File: config.mk
export PLATFORM = sky130hd
export DESIGN_NAME = mem_stream_tx
export DESIGN_NICKNAME = d
export VERILOG_FILES = /design/src/rtl/mem_stream_tx_pkg.sv /design/src/rtl/mem_stream_tx_edge_rise.sv /design/src/rtl/mem_stream_tx.sv
export SDC_FILE = /design/constraint.sdc
export NUM_CORES = 1
export LEC_CHECK = 0
export BUFFER_PORTS_ARGS = -buffer_cell sky130_fd_sc_hd__buf_4
export CORE_MARGIN = 3
export CORE_UTILIZATION = 51
export DETAILED_ROUTE_END_ITERATION = 10
export PLACE_DENSITY = 0.83
export SYNTH_ARGS = -nofsm -noshare
export SYNTH_HDL_FRONTEND = slang
export SYNTH_SLANG_ARGS = --single-unit
File: constraint.sdc
create_clock -name clk -period 2.98 [get_ports clk]
set_clock_uncertainty 0.05 [all_clocks]
set_input_delay 0.596 -clock clk [delete_from_list [all_inputs] [get_ports clk]]
set_output_delay 0.596 -clock clk [all_outputs]
set_load 0.1 [all_outputs]
File: src/rtl/mem_stream_tx_pkg.sv
// Shared definitions for the memory-to-UART streamer: FSM state encoding and
// the legal read-latency range.
package mem_stream_tx_pkg;

   typedef enum logic [3:0] {
      S_IDLE      = 4'd0,
      S_FETCH     = 4'd1,
      S_WAIT_DATA = 4'd2,
      S_WAIT_RDY  = 4'd3,
      S_LAUNCH    = 4'd4,
      S_WAIT_ACK  = 4'd5,
      S_WAIT_TX   = 4'd6,
      S_GAP       = 4'd7,
      S_DONE      = 4'd8
   } state_t;

   localparam int RD_LAT_MIN = 1;
   localparam int RD_LAT_MAX = 3;

   // Out-of-range latencies are pinned to the nearest legal value so the
   // 2-bit latency counter can never run past its terminal count.
   function automatic int clamp_rd_lat(input int lat);
      if (lat < RD_LAT_MIN) return RD_LAT_MIN;
      if (lat > RD_LAT_MAX) return RD_LAT_MAX;
      return lat;
   endfunction

endpackage

File: src/rtl/mem_stream_tx_edge_rise.sv
// Registered rising-edge detector: rise is high while d is 1 and was 0 on the
// previous clock.
module mem_stream_tx_edge_rise (
   input  logic clk,
   input  logic rst,
   input  logic d,
   output logic rise
);

   logic d_q;

   always_ff @(posedge clk or posedge rst) begin
      if (rst) d_q <= 1'b0;
      else     d_q <= d;
   end

   assign rise = d & ~d_q;

endmodule

File: src/rtl/mem_stream_tx.sv
// Streams cfg_len bytes from a synchronous RAM starting at cfg_base to a UART
// transmitter, with read latency, inter-byte gap, loop mode and abort.
module mem_stream_tx
   import mem_stream_tx_pkg::*;
#(
   parameter int ADDR_W  = 14,
   parameter int DATA_W  = 8,
   parameter int RD_LAT  = 1,
   parameter int GAP_CYC = 0
) (
   input  logic              clk,
   input  logic              rst,
   input  logic              start,
   input  logic              abort,
   input  logic [ADDR_W-1:0] cfg_base,
   input  logic [ADDR_W:0]   cfg_len,
   input  logic              cfg_loop,
   output logic [ADDR_W-1:0] mem_addr,
   output logic              mem_rd_en,
   input  logic [DATA_W-1:0] mem_data,
   output logic [DATA_W-1:0] tx_data,
   output logic              tx_start,
   input  logic              tx_ready,
   output logic              busy,
   output logic              done,
   output logic [ADDR_W:0]   sent_cnt
);

   localparam int LAT   = clamp_rd_lat(RD_LAT);
   localparam int GAP_W = (GAP_CYC > 1) ? $clog2(GAP_CYC) : 1;

   state_t            state, state_nxt;
   logic              start_rise;
   logic [ADDR_W-1:0] base_q, offset;
   logic [ADDR_W:0]   len_q, sent_inc;
   logic              loop_q, abort_pend;
   logic [1:0]        lat_cnt;
   logic [GAP_W-1:0]  gap_cnt;
   logic              launch, capture, byte_done, wrap;

   mem_stream_tx_edge_rise u_start_edge (
      .clk  (clk),
      .rst  (rst),
      .d    (start),
      .rise (start_rise)
   );

   assign sent_inc = sent_cnt + (ADDR_W+1)'(1);

   always_comb begin
      state_nxt = state;
      launch    = 1'b0;
      capture   = 1'b0;
      byte_done = 1'b0;
      wrap      = 1'b0;
      case (state)
         S_IDLE: if (start_rise && !abort) begin
            launch    = 1'b1;
            state_nxt = (cfg_len == '0) ? S_DONE : S_FETCH;
         end
         S_FETCH:     state_nxt = abort ? S_IDLE : S_WAIT_DATA;
         S_WAIT_DATA: if (abort) state_nxt = S_IDLE;
                      else if (lat_cnt == 2'(LAT-1)) begin
                         capture   = 1'b1;
                         state_nxt = S_WAIT_RDY;
                      end
         S_WAIT_RDY:  if (abort) state_nxt = S_IDLE;
                      else if (tx_ready) state_nxt = S_LAUNCH;
         S_LAUNCH:    state_nxt = abort ? S_IDLE : S_WAIT_ACK;
         S_WAIT_ACK:  if (!tx_ready) state_nxt = S_WAIT_TX;
         // An abort seen here or in WAIT_ACK still lets the current byte drain.
         S_WAIT_TX: if (tx_ready) begin
            byte_done = 1'b1;
            if (abort || abort_pend) state_nxt = S_IDLE;
            else if (GAP_CYC != 0) state_nxt = S_GAP;
            else if (sent_inc == len_q) begin
               wrap      = loop_q;
               state_nxt = loop_q ? S_FETCH : S_DONE;
            end else state_nxt = S_FETCH;
         end
         S_GAP: if (abort) state_nxt = S_IDLE;
            else if (gap_cnt == GAP_W'(GAP_CYC-1)) begin
               if (sent_cnt == len_q) begin
                  wrap      = loop_q;
                  state_nxt = loop_q ? S_FETCH : S_DONE;
               end else state_nxt = S_FETCH;
            end
         S_DONE:  state_nxt = S_IDLE;
         default: state_nxt = S_IDLE;
      endcase
   end

   always_ff @(posedge clk or posedge rst) begin
      if (rst) state <= S_IDLE;
      else     state <= state_nxt;
   end

   always_ff @(posedge clk or posedge rst) begin
      if (rst) begin
         base_q     <= '0;
         len_q      <= '0;
         loop_q     <= 1'b0;
         offset     <= '0;
         sent_cnt   <= '0;
         tx_data    <= '0;
         lat_cnt    <= '0;
         gap_cnt    <= '0;
         abort_pend <= 1'b0;
      end else begin
         lat_cnt <= (state == S_WAIT_DATA) ? lat_cnt + 2'd1 : 2'd0;
         gap_cnt <= (state == S_GAP) ? gap_cnt + GAP_W'(1) : '0;
         if (state == S_IDLE) abort_pend <= 1'b0;
         else if (abort && (state == S_WAIT_ACK || state == S_WAIT_TX)) abort_pend <= 1'b1;
         if (launch) begin
            base_q   <= cfg_base;
            len_q    <= cfg_len;
            loop_q   <= cfg_loop;
            offset   <= '0;
            sent_cnt <= '0;
         end
         if (capture) tx_data <= mem_data;
         if (byte_done) begin
            sent_cnt <= sent_inc;
            offset   <= offset + ADDR_W'(1);
         end
         if (wrap) begin
            offset   <= '0;
            sent_cnt <= '0;
         end
      end
   end

   assign mem_addr  = base_q + offset;
   assign mem_rd_en = (state == S_FETCH);
   assign tx_start  = (state == S_LAUNCH);
   assign done      = (state == S_DONE);
   assign busy      = (state != S_IDLE) && (state != S_DONE);

endmodule

# After elaboration in Yosys (flattened, before gate mapping)
# Cells that the tools add are included.
dict set report totals {
  elab_cells 89
  out_inout_bits 41
  inputBits 43
  regBits 76
}
dict set report op_classes {
  n_addsub 5
  reduce_logical 13
  n_eq_ne 17
  bitwise 2
  muxes 41
}
# op count
set op_table {}
lappend op_table {{two-way mux 4 bit} 14}
lappend op_table {{two-way mux 15 bit} 3}
lappend op_table {{two-way mux 14 bit} 3}
lappend op_table {{case mux 4 bit (8 select lines)} 1}
lappend op_table {{equality test 15 bit} 2}
lappend op_table {{equality test 4 x 3 -> 1 bit, second input constant} 4}
lappend op_table {{two-way mux 1 bit} 16}
lappend op_table {{adder 15 x 1 -> 15 bit, second input constant} 1}
lappend op_table {{logical NOT 15 bit} 1}
lappend op_table {{adder 14 x 1 -> 14 bit, second input constant} 1}
lappend op_table {{adder 14 bit} 1}
lappend op_table {{inequality test 3 bit, second input constant} 3}
lappend op_table {{equality test 4 x 2 -> 1 bit, second input constant} 2}
lappend op_table {{inequality test 2 bit, second input constant} 3}
lappend op_table {{AND reduction 6 bit} 1}
lappend op_table {{equality test 4 x 1 -> 1 bit, second input constant} 1}
lappend op_table {{equality test 4 bit, second input constant} 1}
lappend op_table {{logical NOT 4 bit} 1}
lappend op_table {{two-way mux 2 bit} 2}
lappend op_table {{inequality test 4 bit, second input constant} 1}
lappend op_table {{nonzero test 4 bit} 1}
lappend op_table {{logical AND 1 bit} 3}
lappend op_table {{two-way mux 3 bit} 1}
lappend op_table {{nonzero test 3 bit} 1}
lappend op_table {{other kinds (9)} 10}

# Depth between registers and ports, before layout
dict set report logic_depth {
  ltp_word 8
  ltp_mapped 12
  mapped_depth_nobuf 11
}

# By module
# From an unflattened synthesis, not the netlist that was laid out.
dict set report unflattened {
  hier_cells 509
  hier_area_um2 4820.9
}
# module seq_area_each_um2 area_each_um2 cells_each n_inst
set modules_own_cells {}
lappend modules_own_cells {mem_stream_tx 1876.8 4778.3 506 1}
lappend modules_own_cells {mem_stream_tx_edge_rise 25.0 42.5 3 1}

# Worst setup path before layout
# No wires, ideal clock.
dict set report synth_timing {
  path_type {register -> output}
  startpoint {register state[1]}
  endpoint {output port mem_rd_en}
  path_stages_with_launch 4
  setup_slack_ns -1.507
  required_ns 2.334
  path_buffers 2
  arrival_time_ns 3.841
  path_cell_list {dfrtp_1 clkbuf_1 clkbuf_1 nor4b_1}
}
dict set report synth_between {
  elab_chain_cells 1
}
# element line
set synth_lines {}
lappend synth_lines {{from (decl)} mem_stream_tx.sv:32} ;# state_t state, state_nxt;
lappend synth_lines {{from (signal assigned)} mem_stream_tx.sv:95} ;# else state <= state_nxt;
lappend synth_lines {{equality test 4 x 1 -> 1 bit} mem_stream_tx.sv:134} ;# assign mem_rd_en = (state == S_FETCH);
lappend synth_lines {{to (decl)} mem_stream_tx.sv:19} ;# output logic mem_rd_en,
# No other way between the ends.

# Final worst setup path
dict set report layout_timing {
  startpoint {register offset[0]}
  endpoint {output port mem_addr[12]}
}
dict set report layout_between {
  elab_chain_cells 1
}
# element line
set layout_lines {}
lappend layout_lines {{from (decl)} mem_stream_tx.sv:34} ;# logic [ADDR_W-1:0] base_q, offset;
lappend layout_lines {{from (signal assigned)} mem_stream_tx.sv:124} ;# offset <= offset + ADDR_W'(1);
lappend layout_lines {{adder 14 bit} mem_stream_tx.sv:133} ;# assign mem_addr = base_q + offset;
lappend layout_lines {{to (decl)} mem_stream_tx.sv:18} ;# output logic [ADDR_W-1:0] mem_addr,
# No other way between the ends.

==> impl_metrics.tcl <==
set metrics [dict create \
    vias 4142 \
    clk_latency_ns 0.34 \
    seq_area_frac_synth_pct 40.22 \
    setup_viol 7 \
    synth_edf_count 0 \
    synth.distinct_cells 61 \
    netlist.top_cell.by_area "dfrtp_1" \
    post_drt_wl_per_cell_microns 16.41 \
    status "complete, but fails checks" \
    io_pins 84 \
    groute.usage.overall_pct 23.55 \
    cts_made_buffers 9 \
    dp.final_hpwl_microns 8372 \
    placed_cell_area_sq_um 6023 \
    start_util_pct 53.44 \
    clockBufferDepth 2 \
    cp-end-kind "output pin" \
    hp-class "input port to register" \
    portBuffers 83 \
    syn_nets 546 \
    viasPerCell 5.801 \
    antenna_found_initial 0 \
    synth_top_area_share_pct 40.22 \
    setup_slack_ns -0.4241 \
    path_clk_slew_ns 0.08 \
    finalCriticalPeriod_ns 3.404 \
    cts-root-buf "clkbuf_8" \
    violations "negative setup slack" \
    yosysMostFrequentCell "dfrtp_1" \
    timing.final.hold_violations 0 \
    synth_ff_type "dfrtp_1" \
    synth_area_per_cell_sq_um 9.729 \
    arrival_ns 2.76 \
    worstReg2RegStart "sent_cnt[1]$_DFFE_PP0P_" \
    ys_ff_latch 76 \
    rows 34 \
    fin_cells 714 \
    dp.cells 688 \
    relSlewSlack_pct 40.56 \
    grt_max_degree 40 \
    synthTopCellsByCount "76 x dfrtp_1, 40 x mux2_2, 37 x inv_1" \
    async_flop_share_pct 100.0 \
    htreeDepth 3 \
    grt-ovfl-total 0 \
    critical_path.startpoint "offset[0]$_DFFE_PP0P_" \
    finalWirelength_microns 11720 \
    yosys_warnings 0 \
    drive_gt1_share_pct 42.74 \
    fmax_mhz 293.8 \
    cp_data_required_time_ns 2.33 \
    r2r_slack_ns 0.14 \
    cts_tree "built" \
    antenna_cells 0 \
    worst-setup-path-type "register to output pin" \
    antenna_left 0 \
    gp_congestion 0.8620 \
    max-cap-violations 0 \
    worstReg2RegEnd "offset[12]$_DFFE_PP0P_" \
    dr.first_iter.drc_count 272 \
    die_w_microns 102.3 \
    tightest_slew_ns 0.8904 \
    firstDrtPassIters 7 \
    die_height_microns 102.3 \
    cp-endpoint "mem_addr[12]" \
    path_max_fanout 2 \
    synthTopCellsByArea "dfrtp_1 40%, mux2_2 9.5%, ha_1 4.2%" \
    cts_num_sinks 76 \
    die-area_sq_um 10460 \
    hp-start "start" \
    grt_pass1_wl_microns 19640 \
    area_delta_synth_final_pct 38.18 \
    grt_pass1_vias 4145 \
    finalNetCount 661 \
    reg2regPathDepth 10 \
    postCtsHoldBufs 0 \
    crit_path_start_kind "register" \
    fin_area_sq_um 6534 \
    syn_inst 486 \
    drc 0 \
    coreArea_sq_um 8848 \
    rsz0062_at_grt "yes" \
    synthesis.area_sq_um 4728 \
    drv_slew 0 \
    period_share_pct 114.2 \
]
-- worst max-delay path: stages, from the launching register on --
cell and delay (ns):
dfrtp_1 0.36, ha_2 0.19, inv_2 0.04, fa_2 0.33, nor2b_1 0.12, o21ai_1 0.08, a21o_1 0.19, a2111oi_2 0.31
a2111o_1 0.18, a21o_1 0.15, a21oi_4 0.08, xnor2_4 0.19, buf_12 0.19
-- area by class of cell --
cell class,instances,area [sq um]
Clock buffer,12,145.1
Timing Repair Buffer,129,1096
Fill cell,617,2315
Tap cell,108,135.1
Clock inverter,4,97.59
Inverter,37,138.9
Multi-Input combinational cell,348,3000
Sequential cell,76,1921
-- sequential cells by signal, summed over array words and instances (netlist names) --
register          count
state                 4
lat_cnt               2
gap_cnt               1
offset               14
sent_cnt             15
abort_pend            1
len_q                15
loop_q                1
u_start_edge.d_q      1
tx_data               8
base_q               14
-- cell usage in the layout, fill, tap and decap left out, types with 8 or more instances in the layout --
cell type / Yosys / routed
a21oi_1: 32 / 26
a22o_1: 8 / 8
and3_1: 11 / 11
buf_12: 0 / 9
buf_4: 2 / 116
clkbuf_8: 0 / 10
dfrtp_1: 76 / 61
dfrtp_2: 0 / 15
ha_1: 16 / 11
inv_1: 37 / 35
mux2_2: 40 / 40
nand2_1: 20 / 18
nand3_1: 32 / 19
nand3_2: 0 / 12
nor2_1: 21 / 20
nor3_1: 14 / 13
o21ai_0: 24 / 10
o21ai_1: 2 / 15
xnor2_1: 17 / 10
xor2_1: 22 / 18
-- through the flow --
| stage | util [%] | setup WS [ns] | setup TNS, ns | hold slack, ns |
|---|---|---|---|---|
| after floorplan | - | -0.3662 | -2.479 | 0.3604 |
| after global placement | 68.07 | -0.2004 | -0.3206 | 0.3790 |
| after detailed placement | 68.07 | -0.2587 | -0.5205 | 0.3827 |
| after CTS | 72.88 | -0.4513 | -1.105 | 0.3088 |
| after global routing | 73.84 | -0.5398 | -2.242 | 0.2974 |
| final | 73.84 | -0.4241 | -1.479 | 0.3259 |
-- how the worst min path moves through the flow --
stage / end / slack [ns] / cells after the start
after detailed placement: lat_cnt[0]$_DFF_PP0_ / 0.38 / 1
after global placement: lat_cnt[0]$_DFF_PP0_ / 0.38 / 1
after CTS: u_start_edge.d_q$_DFF_PP0_ / 0.31 / 1
after floorplan: lat_cnt[0]$_DFF_PP0_ / 0.36 / 1
after global routing: u_start_edge.d_q$_DFF_PP0_ / 0.30 / 1
final: u_start_edge.d_q$_DFF_PP0_ / 0.33 / 1
-- logic make-up after synthesis --
group                    share of synthesized area [%]
AO/OA/AOI/OAI                                    14.58
adder cells (fa/ha/maj)                          4.657
multiplexers                                     10.16
AND/OR/NAND/NOR                                  16.80
XOR/XNOR                                         7.912
buffers and inverters                            5.663
flip-flops                                       40.22
-- per-layer routing --
layer	up-vias	wire length (microns)	track usage, %
met5	-	0	0
met4	0	160	6.559
met3	19	535	3.891
met2	113	6069	39.63
met1	2037	4954	31.57
li1	1973	-	-
-- timing repair --
| item | 4_1_cts | 5_1_grt |
|---|---|---|
| setup buffers | 8 | 7 |
| gates cloned | 0 | 0 |
| resized for setup | 32 | 9 |
| endpoints found under the setup margin | 10 | 34 |
| pin swaps | 15 | 11 |
| hold endpoints to repair | 0 | 0 |
Power is not shown: default switching activity piles up to over one toggle a cycle in this logic, so the estimate is an artifact.
